<file path="config.mk">
export PLATFORM = sky130hd
export DESIGN_NAME = proc_port_arbiter
export DESIGN_NICKNAME = d
export VERILOG_FILES = /design/src/rtl/proc_port_arbiter.sv
export SDC_FILE = /design/constraint.sdc
export NUM_CORES = 1
export LEC_CHECK = 0
export CELL_PAD_IN_SITES_DETAIL_PLACEMENT = 0
export CELL_PAD_IN_SITES_GLOBAL_PLACEMENT = 1
export CORE_MARGIN = 5
export CORE_UTILIZATION = 23
export CTS_CLUSTER_DIAMETER = 40
export DETAILED_ROUTE_END_ITERATION = 7
export PLACE_DENSITY_LB_ADDON = 0.12
export SLEW_MARGIN = 20
export SYNTH_ARGS = -nofsm -noshare
export SYNTH_HDL_FRONTEND = slang
export SYNTH_SLANG_ARGS = --single-unit
</file>
<file path="constraint.sdc">
create_clock -name clk -period 1.8 [get_ports clk]
set_input_delay 0.36 -clock clk [delete_from_list [all_inputs] [get_ports clk]]
set_output_delay 0.36 -clock clk [all_outputs]
set_load 0.02 [all_outputs]
</file>
<file path="src/rtl/proc_port_arbiter.sv">
// proc_port_arbiter
// Round-robin arbiter that shares the single data_in/data_out port pair of
// SimpleProcessor among N_REQ requesters. One word is in flight at a time:
// it is driven onto the processor, the result is captured LAT cycles later
// and returned with the requester ID over a valid/ready response channel.
//
// Optional feature macro: PROC_ARB_PRIO_EN
//   defined   -> requester 0 has strict priority, the others round-robin
//                among themselves and only non-zero grants move 'last'.
//   undefined -> pure round-robin over all requesters.

module proc_port_arbiter #(
    parameter int N_REQ = 4,
    parameter int DW    = 16,
    parameter int LAT   = 2
) (
    input  logic                      clk,
    input  logic                      rst,
    input  logic [N_REQ-1:0]          req_valid,
    input  logic [N_REQ*DW-1:0]       req_data,
    output logic [N_REQ-1:0]          req_ready,
    output logic [DW-1:0]             proc_data_in,
    input  logic [DW-1:0]             proc_data_out,
    output logic                      rsp_valid,
    input  logic                      rsp_ready,
    output logic [DW-1:0]             rsp_data,
    output logic [$clog2(N_REQ)-1:0]  rsp_id,
    output logic                      busy
);

    localparam int IW = $clog2(N_REQ);
    localparam int CW = $clog2(LAT + 1);

    typedef enum logic [1:0] {
        IDLE,
        WAIT,
        RESP
    } state_t;

    state_t          state;
    state_t          state_next;
    logic [IW-1:0]   last;
    logic [CW-1:0]   cnt;
    logic            grant_found;
    logic [IW-1:0]   grant_idx;
    logic [DW-1:0]   grant_word;
    logic [IW:0]     probe;

    // Pick the first valid requester after 'last', wrapping modulo N_REQ; the
    // probe is one bit wider so last+k never overflows before the wrap.
    always_comb begin
        grant_found = 1'b0;
        grant_idx   = '0;
        probe       = '0;
        for (int k = 1; k <= N_REQ; k++) begin
            probe = {1'b0, last} + (IW+1)'(k);
            if (probe >= (IW+1)'(N_REQ)) begin
                probe = probe - (IW+1)'(N_REQ);
            end
            if (!grant_found && req_valid[probe[IW-1:0]]) begin
                grant_found = 1'b1;
                grant_idx   = probe[IW-1:0];
            end
        end
`ifdef PROC_ARB_PRIO_EN
        if (req_valid[0]) begin
            grant_found = 1'b1;
            grant_idx   = '0;
        end
`endif
    end

    // Mux out the data word belonging to the current grant candidate.
    always_comb begin
        grant_word = '0;
        for (int i = 0; i < N_REQ; i++) begin
            if (grant_idx == IW'(i)) begin
                grant_word = req_data[i*DW +: DW];
            end
        end
    end

    // State register.
    always_ff @(posedge clk) begin
        if (rst) begin
            state <= IDLE;
        end else begin
            state <= state_next;
        end
    end

    // Next-state logic: accept, count down the processor latency, then hold the response.
    always_comb begin
        state_next = state;
        case (state)
            IDLE: if (grant_found) state_next = WAIT;
            WAIT: if (cnt == CW'(1)) state_next = RESP;
            RESP: if (rsp_ready) state_next = IDLE;
            default: state_next = IDLE;
        endcase
    end

    // Combinational outputs: one-hot accept strobe only in IDLE and never under reset.
    always_comb begin
        req_ready = '0;
        busy      = (state != IDLE);
        if (!rst && state == IDLE && grant_found) begin
            req_ready[grant_idx] = 1'b1;
        end
    end

    // Datapath registers: latch the granted word, count latency, capture and release the result.
    always_ff @(posedge clk) begin
        if (rst) begin
            last         <= IW'(N_REQ - 1);
            cnt          <= '0;
            proc_data_in <= '0;
            rsp_valid    <= 1'b0;
            rsp_data     <= '0;
            rsp_id       <= '0;
        end else begin
            case (state)
                IDLE: begin
                    if (grant_found) begin
                        proc_data_in <= grant_word;
                        rsp_id       <= grant_idx;
                        cnt          <= CW'(LAT);
`ifdef PROC_ARB_PRIO_EN
                        if (grant_idx != '0) begin
                            last <= grant_idx;
                        end
`else
                        last <= grant_idx;
`endif
                    end
                end
                WAIT: begin
                    cnt <= cnt - CW'(1);
                    if (cnt == CW'(1)) begin
                        rsp_data  <= proc_data_out;
                        rsp_valid <= 1'b1;
                    end
                end
                RESP: begin
                    if (rsp_ready) begin
                        rsp_valid <= 1'b0;
                    end
                end
                default: begin
                    rsp_valid <= 1'b0;
                end
            endcase
        end
    end

endmodule

</file>
==> results by group <==
Run status
  – Status: finished, violations left
  – Failing checks: negative setup slack

Critical path
  – Critical Path AT: 1.54 ns
  – WP data required: approximately 1.4 ns
  – Worst r2r path cells: 6
  – Worst-path maximum fanout: 5
  – CP Launch Type: flop
  – Kind of critical path: flop to primary output
  – CP endpoint kind: primary output

Yosys
  – Most instantiated cells after synthesis: 53 x nand2_1, 41 x dfxtp_1, 33 x mux2i_1
  – Mapped cell area: 2066 um2
  – Syn_area_per_cell: slightly above 9 um2
  – Post-synthesis mux area share: 15.99%
  – Most used DFF post-synth: dfxtp_1
  – Yosys warnings: 0
  – Synth area leaders: dfxtp_1 40%, mux2i_1 16%, nand2_1 9.6%
  – Ys async rst share: 0%
  – Synth Area in XOR/XNOR: 0%
  – Synth Area in Adders: 0.6057%
  – #FFs+latches synth: 41
  – Largest family of logic cells by synthesized area: compound AO/OA/AOI/OAI gates
  – Cell taking the most area after synthesis: dfxtp_1
  – Share of the synthesized area in the top cell type: 39.73%
  – Mapped Nets: 311
  – Post-Synthesis Cells: 223
  – Post-synthesis sequential area ratio: between 30% and 40%
  – Compound-Gate Fraction of Synth Area: 19.08%
  – EDFF count, synth: 0
  – Most common cell in the netlist: nand2_1
  – Netlist cell types: 35
  – Synth Area in Simple Gates: roughly 17%

Finish
  – Ratio of cells with drive above 1 in the final layout: 16.80%
  – Final Non-Filler Cells: ~470
  – P&R area growth vs syn: 76.56%
  – Register area: ~820 um2
  – Final net count: 450
  – # fillers: 892
  – Final design utilization: 41.82%
  – N_diodes: 0
  – Multi-input logic area: 1154 um2
  – Post-route cell area: ~3600 um2

Flow run
  – Max Cap Viol: 0

Placed design
  – Placed Cells: 461
  – Post-DP Area: 3500 um2
  – PortBufs: around 130
  – Placed wire-length estimate: about 5.4 mm
  – Worst slack, placed: -0.8505 ns
  – Routability Congestion: 0.7320

Route
  – Initial DRC Count: between 50 and 60
  – DRC viols: 0
  – Via-per-instance ratio: 4.408
  – DR WL/cell: about 15 um
  – DRT Pass-1 Iters: 4
  – Final wirelength: 6.928 mm
  – Post-DRT Antenna Nets: 0
  – DR vias: 2076

Floorplan
  – Die area: between 10000 and 15000 um2
  – Die Width: 104.8 um
  – Num rows: 34
  – Io pins: 127
  – Die Ht: ~100 um
  – Core Footprint: between 8000 and 9000 um2
  – Starting Density: 23.69%

Timing
  – RSZ-0062 raised after global routing: true
  – Setup_tns: -0.3387 ns
  – Post-route clock period utilization: 105.5%
  – Pins Over Slew Limit: 0
  – Relative slew slack: around 80%
  – Setup violators final: 4
  – Worst setup margin: -0.09977 ns
  – Hold_ws: 0.4564 ns
  – Final min period: 1.900 ns
  – Worst clock skew: 0.004349 ns
  – Measured slew at the worst slew-check pin: 0.3072 ns
  – Final hold vios: 0
  – Max Fclk: 526.4 MHz

Global route
  – GRT Overall Usage: 11.96%
  – Largest net degree at the start of global routing: 27
  – Antenna violations before repair: 0
  – Vias in the first global route: 2082
  – Global-route wire length before repair: 10.84 mm
  – Congestion Overflow GR: 0

CTS
  – Clk buf depth: 2
  – Total CTS buffers: 5
  – Worst skew pair latency: 0.29 ns
  – Clock sinks: 41
  – Worst-path clk slew: 0.08 ns
  – CTS tree: done
  – Root buffer cell: clkbuf_8
  – CTS H-tree depth: 2

Power and ir drop
  – Power density over the cells: 715.4 nW/um2
  – Peak supply drop: 291.9 uV
  – Leakage: 1.386 nW
  – PnR Total Power: about 2.6 mW

Min path
  – HP Class: flop to flop
  – Worst Hold Depth: 2
[power breakdown]
part	internal, mW	switching [mW]	total (mW)
combinational	0.532	0.442	0.974
clock	0.268	0.322	0.590
sequential	0.996	0.0494	1.05
[cell type report]
class	instances	area share [%]
well taps	108	3.705
flip-flops and latches	41	22.61
clock buffers	5	1.887
multi-input cells	163	31.63
clock inverters	3	0.4803
inverters	5	0.5146
repair buffers	146	39.18
[registers in the layout, summed over array words and instances (netlist names)]
name / count
last: 2
proc_data_in: 16
state: 2
cnt: 2
rsp_valid: 1
rsp_id: 2
rsp_data: 16
[worst max-delay path: stages, from the launching register on]
cell and delay (ns):
dfxtp_4 0.38, mux2i_1 0.18, o22ai_1 0.11, a21oi_2 0.16, buf_4 0.14, nand2_4 0.07
nor2_4 0.09, buf_6 0.12
[layout by cell type (no fill, tap or decap), drive strengths merged, types with 3 or more instances in the layout]
cell type | synthesis | layout
nor2 | 13 | 13
clkbuf | 3 | 5
nand2 | 55 | 55
dfxtp | 41 | 41
a21oi | 26 | 26
o221ai | 16 | 16
buf | 11 | 27
clkdlybuf4s50 | 0 | 117
nand2b | 3 | 3
inv | 5 | 5
mux2i | 33 | 33
nor2b | 3 | 3
[final timing paths]
kind                      from          endpoint  slack (ns)
setup reg to reg       last[1]  proc_data_in[15]        0.14
hold reg to reg   rsp_data[11]      rsp_data[11]        0.46
hold / removal    rsp_data[11]      rsp_data[11]        0.46
setup / recovery       last[1]      req_ready[2]        -0.1
[routing by layer]
layer	GRT usage, %	part of all wire (%)	vias to the layer above
met5	0	0	-
met1	15.16	46	937
met3	4.809	8.0	2
li1	-	-	1058
met2	19.38	45	79
met4	2.192	0.33	0
[cells by family after synthesis]
group,count (synthesis)
mux,33
fa+ha+maj,1
flops,41
simple gates,79
compound gates,50
buf+inv,19
[repair_timing]
action	4_1_cts	5_1_grt
endpoints found under the hold margin	0	0
hold buffers	0	0
setup endpoints to repair	19	11
resized for setup	48	7
pin swaps	9	3
setup buffers	2	0
(Power assumes the default switching activity.)
